File: config.mk
export PLATFORM = sky130hd
export DESIGN_NAME = assert_event_monitor
export DESIGN_NICKNAME = d
export VERILOG_FILES = /design/src/rtl/assert_event_monitor.sv
export SDC_FILE = /design/constraint.sdc
export NUM_CORES = 1
export LEC_CHECK = 0
export ABC_AREA = 1
export CAP_MARGIN = 15
export CORE_AREA = 2 2 138 140
export CTS_CLUSTER_DIAMETER = 30
export DETAILED_ROUTE_END_ITERATION = 8
export DIE_AREA = 0 0 140 142
export HOLD_SLACK_MARGIN = 0.08
export PLACE_DENSITY = 0.83
export SYNTH_ARGS = -nofsm -noshare
export SYNTH_HDL_FRONTEND = slang
export SYNTH_SLANG_ARGS = --single-unit
File: constraint.sdc
create_clock -name clk -period 7.4 [get_ports clk]
set_clock_uncertainty 0.15 [all_clocks]
set_input_delay 1.11 -clock clk [delete_from_list [all_inputs] [get_ports clk]]
set_output_delay 1.11 -clock clk [all_outputs]
set_load 0.05 [all_outputs]
File: src/rtl/assert_event_monitor.sv
// Pass/fail collector for SVA checker channels: saturating counters, FWFT failure log, consecutive-fail alarms.
// Build option: define ASSERT_MON_ALARM_EN to compile in the per-channel run counters and alarm outputs.
module assert_event_monitor #(
  parameter int N      = 2,
  parameter int CNT_W  = 16,
  parameter int TS_W   = 16,
  parameter int DEPTH  = 8,
  parameter int THRESH = 3
) (
  input  logic                 clk,
  input  logic                 rst,
  input  logic [N-1:0]         pass,
  input  logic [N-1:0]         fail,
  output logic [N*CNT_W-1:0]   pass_cnt,
  output logic [N*CNT_W-1:0]   fail_cnt,
  output logic                 log_valid,
  output logic [N+TS_W-1:0]    log_data,
  input  logic                 log_pop,
  output logic                 log_ovf,
  output logic [7:0]           drop_cnt,
  output logic [N-1:0]         proto_err,
  output logic [N-1:0]         alarm
);

  localparam int AW = (DEPTH > 1) ? $clog2(DEPTH) : 1;
  localparam logic [AW:0] DEPTH_C = (AW+1)'(DEPTH);

  logic [TS_W-1:0]             ts;
  logic [N-1:0][CNT_W-1:0]     pass_q;
  logic [N-1:0][CNT_W-1:0]     fail_q;
  logic [N+TS_W-1:0]           mem [DEPTH];
  logic [AW-1:0]               rd_ptr;
  logic [AW-1:0]               wr_ptr;
  logic [AW:0]                 count;
  logic                        push;
  logic                        full;
  logic                        pop_ok;
  logic                        push_ok;
  logic                        drop;

  always_ff @(posedge clk or posedge rst) begin
    if (rst) ts <= '0;
    else     ts <= ts + TS_W'(1);
  end

  always_ff @(posedge clk or posedge rst) begin
    if (rst) begin
      pass_q <= '0;
      fail_q <= '0;
    end else begin
      for (int unsigned i = 0; i < N; i++) begin
        if (pass[i] && (pass_q[i] != '1)) pass_q[i] <= pass_q[i] + CNT_W'(1);
        if (fail[i] && (fail_q[i] != '1)) fail_q[i] <= fail_q[i] + CNT_W'(1);
      end
    end
  end

  assign pass_cnt = pass_q;
  assign fail_cnt = fail_q;

  always_ff @(posedge clk or posedge rst) begin
    if (rst) proto_err <= '0;
    else     proto_err <= proto_err | (pass & fail);
  end

  // A pop in the same cycle frees the head slot, so a push into a full FIFO still lands.
  always_comb begin
    push    = |fail;
    full    = (count == DEPTH_C);
    pop_ok  = log_pop && (count != '0);
    push_ok = push && (!full || pop_ok);
    drop    = push && full && !pop_ok;
  end

  always_ff @(posedge clk or posedge rst) begin
    if (rst) begin
      rd_ptr <= '0;
      wr_ptr <= '0;
      count  <= '0;
    end else begin
      if (pop_ok)  rd_ptr <= rd_ptr + AW'(1);
      if (push_ok) wr_ptr <= wr_ptr + AW'(1);
      case ({push_ok, pop_ok})
        2'b10:   count <= count + (AW+1)'(1);
        2'b01:   count <= count - (AW+1)'(1);
        default: count <= count;
      endcase
    end
  end

  always_ff @(posedge clk) begin
    if (push_ok) mem[wr_ptr] <= {fail, ts};
  end

  always_comb begin
    log_valid = (count != '0);
    log_data  = log_valid ? mem[rd_ptr] : '0;
  end

  always_ff @(posedge clk or posedge rst) begin
    if (rst) begin
      log_ovf  <= 1'b0;
      drop_cnt <= '0;
    end else if (drop) begin
      log_ovf <= 1'b1;
      if (drop_cnt != '1) drop_cnt <= drop_cnt + 8'd1;
    end
  end

`ifdef ASSERT_MON_ALARM_EN
  localparam int RW = (THRESH > 0) ? $clog2(THRESH + 1) : 1;
  localparam logic [RW-1:0] THRESH_R = RW'(THRESH);

  logic [N-1:0][RW-1:0] run;

  // Coincident pass and fail counts as a fail for the run.
  always_ff @(posedge clk or posedge rst) begin
    if (rst) begin
      run <= '0;
    end else begin
      for (int unsigned i = 0; i < N; i++) begin
        if (fail[i]) begin
          if (run[i] != THRESH_R) run[i] <= run[i] + RW'(1);
        end else if (pass[i]) begin
          run[i] <= '0;
        end
      end
    end
  end

  always_comb begin
    alarm = '0;
    for (int unsigned i = 0; i < N; i++) alarm[i] = (run[i] == THRESH_R);
  end
`else
  always_comb alarm = '0;
`endif

endmodule
==> results.md, run 1 <==
- Status: finished with violations
- Failing checks: DRC
- Crit path capture type: primary output
- WL per Instance: 16.6 µm
- Syn Area/Cell: 9.92 µm²
- Num CTS Buffers: 39
- RR Endpoint: count[2]$_DFFE_PP0P_
- Post-CTS Setup Bufs: 0
- CTS H-tree lvls: 2
- PD cells: 431 nW/µm²
- Final Cell Area: 13900 µm²
- Via density: 5.55
- Total GRT Usage: 0.252
- Fmax: 228 MHz
- Top cell type by total area after synthesis: edfxtp_1
- Mapped Area: 11300 µm²
- First-pass GRT wire length: 39800 µm
- Area post-placement: 12500 µm²
- Period utilization: 0.593
- Async SR Flop Fraction: 0.412
- WL final: 25200 µm
- Area delta synth->final: 22.7%
- Die ar.: 19900 µm²
- Worst reg2reg startpoint: count[0]$_DFFE_PP0P_
- WS Path Type: flip-flop to primary output
- WP data required: 6140 ps
- FF+latch count, synth: 245
- Int Pwr: 0.00364 W
- Hpwl dp: 14900 µm
- Routed Antenna Nets: 0
- TritonCTS clock tree: built
- Io pins: 103
- Synthesis Warnings: 0
- Sink Count: 245
- Synth Flop Type: edfxtp_1
- Reg-to-reg slack, setup: 4780 ps
- Vias in the first global route: 8071
- Register area share after synthesis: 0.607
- Slew Viols, Final: 0
- Worst skew pair latency: 500 ps
- Chip height: 142 µm
- Combinational Power Share: 0.363
- Initial Util: 0.612
- Critical path arrival: 3130 ps
- CTS Hold Bufs: 0
- R2r worst-path depth: 13
- Fraction of layout cells with a size suffix above 1: 0.0920
- Place WS: 3280 ps
- Pre-antenna DRT Iters: 7
- CORE AREA: 18500 µm²
- Worst Tran Pin Value: 1090 ps
- Fin. Hold Viols: 0
- Min-delay worst type: flip-flop to flip-flop
- Final min period: 4390 ps
- Max IR drop VDD: 270 µV
- Post-synth EDFFs: 144
- DR iter-0 viols: 589
- NetSw: 0.00233 W
- Post-CTS Resized: 0
- Slew HR: 0.271
- RSZ-0062 raised after global routing: false
- DRC violations left: 2
- Final GP Congestion: 0.919
- Clock share of power: 0.311
- GRT overflow: 0
- Sw Share: 0.390
- Startpoint Class: flip-flop
- Most area-consuming cells after synthesis: edfxtp_1 (38%), dfrtp_1 (22%), nand2_1 (8.7%), nor2_1 (5.9%), o21ai_0 (4.7%)
- Nets: 1269
- Initial antenna violation count: 0
- IO buf count: 100
- Gate Count Post-Synth: 1139
- MaxCap Viol Count: 0
- Worst Setup SP: rd_ptr[1]$_DFFE_PP0P_
- Die width: 140 µm
- Number of diodes: 0
- Endpoints failing setup: 0
- Worst setup path endpoint: log_data[5]
- Row Count: 50
- Unique masters post-synth: 46
- Clock root buffer: clkbuf_16
- Via Count: 8412
- Sequential power share: 0.326
- CP Max Fanout: 50
- Final worst slack: 3010 ps
- Leakage power: 5.60 nW
- Share of the synthesized area in the top cell type: 0.383
- Largest net degree at the start of global routing: 74
- Top-count cell post-synth: nand2_1
- Post-Route Setup TNS: 0 ps
- Worst-path clk slew: 50 ps
- Clock Tree Buf Depth: 3
- Post-synth top cells: nand2_1 (263), nor2_1 (178), edfxtp_1 (144)
## cells by family after synthesis
group,synth area share
AOI/OAI and AO/OA,0.0688
xor gates and xnor gates,0.0503
adders and majority gates,0.00997
buffers and inverters,0.0445
DFF,0.607
muxes,0.0169
other,0.000332
and+or+nand+nor,0.203
## cell usage in the layout, fill, tap and decap left out, types with 5 or more instances in the layout
cell,synthesis,routed
nor3_1,19,19
bufinv_16,0,5
ha_1,9,9
nor2_2,3,11
nand3_1,41,41
xor2_1,37,37
nand4_1,15,15
dfrtp_1,101,99
nand2_2,5,5
o22ai_1,18,18
o21ai_1,13,13
edfxtp_1,144,144
clkinvlp_4,0,8
mux2i_1,18,18
buf_4,5,6
xnor2_1,26,26
clkbuf_16,0,42
o21ai_0,107,107
inv_1,68,67
nor2_1,178,170
clkinv_1,2,5
clkbuf_1,9,5
inv_2,6,6
clkdlybuf4s50_1,0,100
nand2_1,263,263
## per-layer routing
metal	track usage	wire length (µm)	up-vias
li1	-	-	4044
met1	0.322	10200	3978
met2	0.433	12600	330
met3	0.0421	1640	60
met4	0.108	712	0
met5	0	0	-
## stage by stage
| stage | total power [W] | std cells | hold slack (ps) | util |
|---|---|---|---|---|
| after floorplan | 0.00343 | 1140 | 339 | - |
| after global placement | 0.00403 | 1444 | 309 | 0.675 |
| after global routing | 0.00625 | 1517 | 356 | 0.751 |
| after detailed placement | 0.00409 | 1444 | 311 | 0.675 |
| after CTS | 0.00597 | 1515 | 322 | 0.748 |
| final | 0.00597 | 1517 | 323 | 0.751 |
## sequential cells by signal (all words and copies together), names as in the netlist
name,flops
mem,144
fail_cnt,32
pass_cnt,32
ts,16
drop_cnt,8
count,4
rd_ptr,3
wr_ptr,3
proto_err,2
log_ovf,1
## worst max-delay path, stage by stage, from the launching register on
cell             delay, ps
dfrtp_2                630
buf_4                  490
o21ai_0                240
o22ai_1                300
nor2_1                  70
nor2_1                  80
clkdlybuf4s50_1        800
## final cells by class
class / instances / area (µm²)
multi-input combinational: 782 / 3960
timing repair buffer: 108 / 1090
tap: 234 / 293
fill: 1190 / 4600
clock buffer: 48 / 1080
inverter: 77 / 294
sequential: 245 / 6850
clock inverter: 23 / 279
## power groups by stage
stage / Combinational, W / Clock, W / Sequential [W]
finish: 0.00216 / 0.00186 / 0.00195
floorplan: 0.00125 / 0 / 0.00218
global route: 0.00233 / 0.00195 / 0.00198
CTS: 0.00215 / 0.00187 / 0.00194
global placement: 0.00208 / 0 / 0.00195
detailed placement: 0.00213 / 0 / 0.00196
## how the worst min path moves through the flow
stage                          from                   end  slack [ps]  cells past startpoint
6_report        log_ovf$_DFFE_PP0P_   log_ovf$_DFFE_PP0P_         320                      1
5_1_grt         log_ovf$_DFFE_PP0P_   log_ovf$_DFFE_PP0P_         360                      1
4_1_cts         log_ovf$_DFFE_PP0P_   log_ovf$_DFFE_PP0P_         320                      1
3_5_place_dp    log_ovf$_DFFE_PP0P_   log_ovf$_DFFE_PP0P_         310                      1
3_3_place_gp    log_ovf$_DFFE_PP0P_   log_ovf$_DFFE_PP0P_         310                      1
2_1_floorplan  count[0]$_DFFE_PP0P_  count[0]$_DFFE_PP0P_         340                      1
Note: power is estimated with default switching activity, not from simulation.
==> inputs of run 2 (changes only) <==
--- a/config.mk
+++ b/config.mk
@@ -7,12 +7,12 @@
 export LEC_CHECK = 0
 export ABC_AREA = 1
 export CAP_MARGIN = 15
-export CORE_AREA = 2 2 138 140
+export CORE_AREA = 2 2 143 145
 export CTS_CLUSTER_DIAMETER = 30
 export DETAILED_ROUTE_END_ITERATION = 8
-export DIE_AREA = 0 0 140 142
+export DIE_AREA = 0 0 145 147
 export HOLD_SLACK_MARGIN = 0.08
-export PLACE_DENSITY = 0.83
+export PLACE_DENSITY = 0.77
 export SYNTH_ARGS = -nofsm -noshare
 export SYNTH_HDL_FRONTEND = slang
 export SYNTH_SLANG_ARGS = --single-unit
==> constraint.sdc (replaced) <==
create_clock -name clk -period 4.1 [get_ports clk]
set_clock_uncertainty 0.15 [all_clocks]
set_input_delay 0.615 -clock clk [delete_from_list [all_inputs] [get_ports clk]]
set_output_delay 0.615 -clock clk [all_outputs]
set_load 0.05 [all_outputs]
==> results.md, run 2 (same netlist as run 1, synthesis figures left out) <==
- DR iter-0 viols: 516 (-12%)
- Area post-placement: 12600 µm² (+1.4%)
- Post-CTS Setup Bufs: 0 (unchanged)
- Number of diodes: 0 (unchanged)
- MaxCap Viol Count: 0 (unchanged)
- WP data required: 3340 ps (-2800 ps)
- Pre-antenna DRT Iters: 6 (-1)
- Fmax: 264 MHz
- Slew Viols, Final: 0 (unchanged)
- Largest net degree at the start of global routing: 67 (-9.5%)
- Die width: 145 µm (+3.6%)
- Min-delay worst type: flip-flop to flip-flop
- Area delta synth->final: 23.9%
- Clock root buffer: clkbuf_16
- Worst Setup SP: rd_ptr[0]$_DFFE_PP0P_
- Slew HR: 0.358 (+0.0862)
- Routed Antenna Nets: 0 (unchanged)
- Via Count: 8387 (-0.30%)
- Top delay family on crit path: buffers and inverters
- Critical path arrival: 3030 ps (-100 ps)
- Final Cell Area: 14000 µm² (+0.98%)
- Cell depth of the worst setup path: 7 (+1)
- Worst-path clk slew: 50 ps (about the same)
- CTS Hold Bufs: 0 (unchanged)
- WL final: 24300 µm (-3.6%)
- Slowest cell on crit path: clkdlybuf4s50_1
- Most flop-heavy register: mem
- Io pins: 103 (unchanged)
- CTS H-tree lvls: 2 (unchanged)
- CORE AREA: 19800 µm² (+7.5%)
- WS Path Type: flip-flop to primary output
- R2r worst-path depth: 14 (+1)
- Crit path capture type: primary output
- WL per Instance: 15.5 µm (-6.6%)
- Num CTS Buffers: 39 (unchanged)
- Number of flip-flops in the largest register: 144 (unchanged)
- Post-Route Setup TNS: 0 ps (unchanged)
- Chip height: 147 µm (+3.5%)
- Die ar.: 21300 µm² (+7.2%)
- Critical path, cell by cell: inv_2 > buf_4 > o21ai_0 > o21ai_1 > o21ai_1 > nor2_1 > clkdlybuf4s50_1
- RR Endpoint: count[2]$_DFFE_PP0P_
- Via density: 5.36 (-3.4%)
- Post-CTS Resized: 0 (unchanged)
- Worst reg2reg startpoint: count[0]$_DFFE_PP0P_
- RSZ-0062 raised after global routing: false
- First-pass GRT wire length: 40600 µm (+2.1%)
- Worst Tran Pin Value: 964 ps (-128 ps)
- Reg-to-reg slack, setup: 1750 ps (-3030 ps)
- Fillcell total: 1440 (+21%)
- Total power: 0.0108 W (+81%)
- Worst skew pair latency: 510 ps (about the same)
- Final min period: 3790 ps
- TritonCTS clock tree: built
- Worst path bufs/invs: 3 (+1)
- Period utilization: 0.925
- Fraction of layout cells with a size suffix above 1: 0.103 (+0.0107)
- Max IR drop VDD: 551 µV (+100%)
- Sink Count: 245 (unchanged)
- Row Count: 52 (+4.0%)
- Initial antenna violation count: 0 (unchanged)
- Leakage power: 5.69 nW (+1.6%)
- IO buf count: 100 (unchanged)
- Worst path most repeated cell: o21ai_1
- Final core area utilization: 0.705 (-0.0457)
- Worst setup path endpoint: log_data[12]
- Hpwl dp: 15300 µm (+2.5%)
- Vias in the first global route: 8134 (+0.78%)
- Hold Slack: 308 ps (-14.5 ps)
- Nets: 1281 (+0.95%)
- CP Max Fanout: 23 (-54%)
- Clock Tree Buf Depth: 3 (unchanged)
- Final GP Congestion: 0.877 (-4.6%)
- Startpoint Class: flip-flop
- Most frequent cells in the layout: nand2_1 (263), nor2_1 (170), edfxtp_1 (144)
- Total GRT Usage: 0.235 (-0.0176)
- Initial Util: 0.569 (-0.0428)
- PD cells: 770 nW/µm² (+79%)
- Most common cell after layout, fill and taps aside: nand2_1
- GRT overflow: 0 (unchanged)
- Endpoints failing setup: 0 (unchanged)
- DRC violations left: 0 (-2)
- Crit-path max cell delay: 820 ps (+20 ps)
- Status: completed
- Fin. Hold Viols: 0 (unchanged)
run 2: final cells by class:
cell class	instances	area (µm²)	share of cell area
Tap cell	270	338	0.0241
Multi-Input combinational cell	782	3960	0.283
Clock inverter	27	337	0.0241
Inverter	77	294	0.0210
Timing Repair Buffer	120	1180	0.0841
Sequential cell	245	6850	0.490
Clock buffer	45	1030	0.0736
run 2: worst min-delay path by stage:
stage | start | end | slack, ps | cells past startpoint
6_report | proto_err[1]$_DFF_PP0_ | proto_err[1]$_DFF_PP0_ | 310 | 1
4_1_cts | proto_err[1]$_DFF_PP0_ | proto_err[1]$_DFF_PP0_ | 310 | 1
5_1_grt | proto_err[1]$_DFF_PP0_ | proto_err[1]$_DFF_PP0_ | 330 | 1
3_5_place_dp | proto_err[1]$_DFF_PP0_ | proto_err[1]$_DFF_PP0_ | 300 | 1
2_1_floorplan | count[0]$_DFFE_PP0P_ | count[0]$_DFFE_PP0P_ | 340 | 1
3_3_place_gp | proto_err[1]$_DFF_PP0_ | proto_err[1]$_DFF_PP0_ | 300 | 1
run 2: where the power goes:
group          leakage, nW  switching (W)  total, W  internal [W]
Sequential            2.64       0.000406   0.00354       0.00314
Clock                0.667        0.00118   0.00335       0.00216
Combinational         2.39        0.00263   0.00388       0.00126
run 2: per-layer routing:
| metal | part of all wire | global-route usage | vias up |
|---|---|---|---|
| met3 | 0.057 | 0.0398 | 38 |
| met1 | 0.43 | 0.320 | 4025 |
| met2 | 0.49 | 0.390 | 253 |
| li1 | - | - | 4071 |
| met4 | 0.021 | 0.0738 | 0 |
| met5 | 0 | 0 | - |
run 2: per-stage QoR:
step,instances,worst slack (ps)
2_1_floorplan,1140,688
3_3_place_gp,1494,912
3_5_place_dp,1494,868
4_1_cts,1566,303
5_1_grt,1566,148
6_report,1566,309
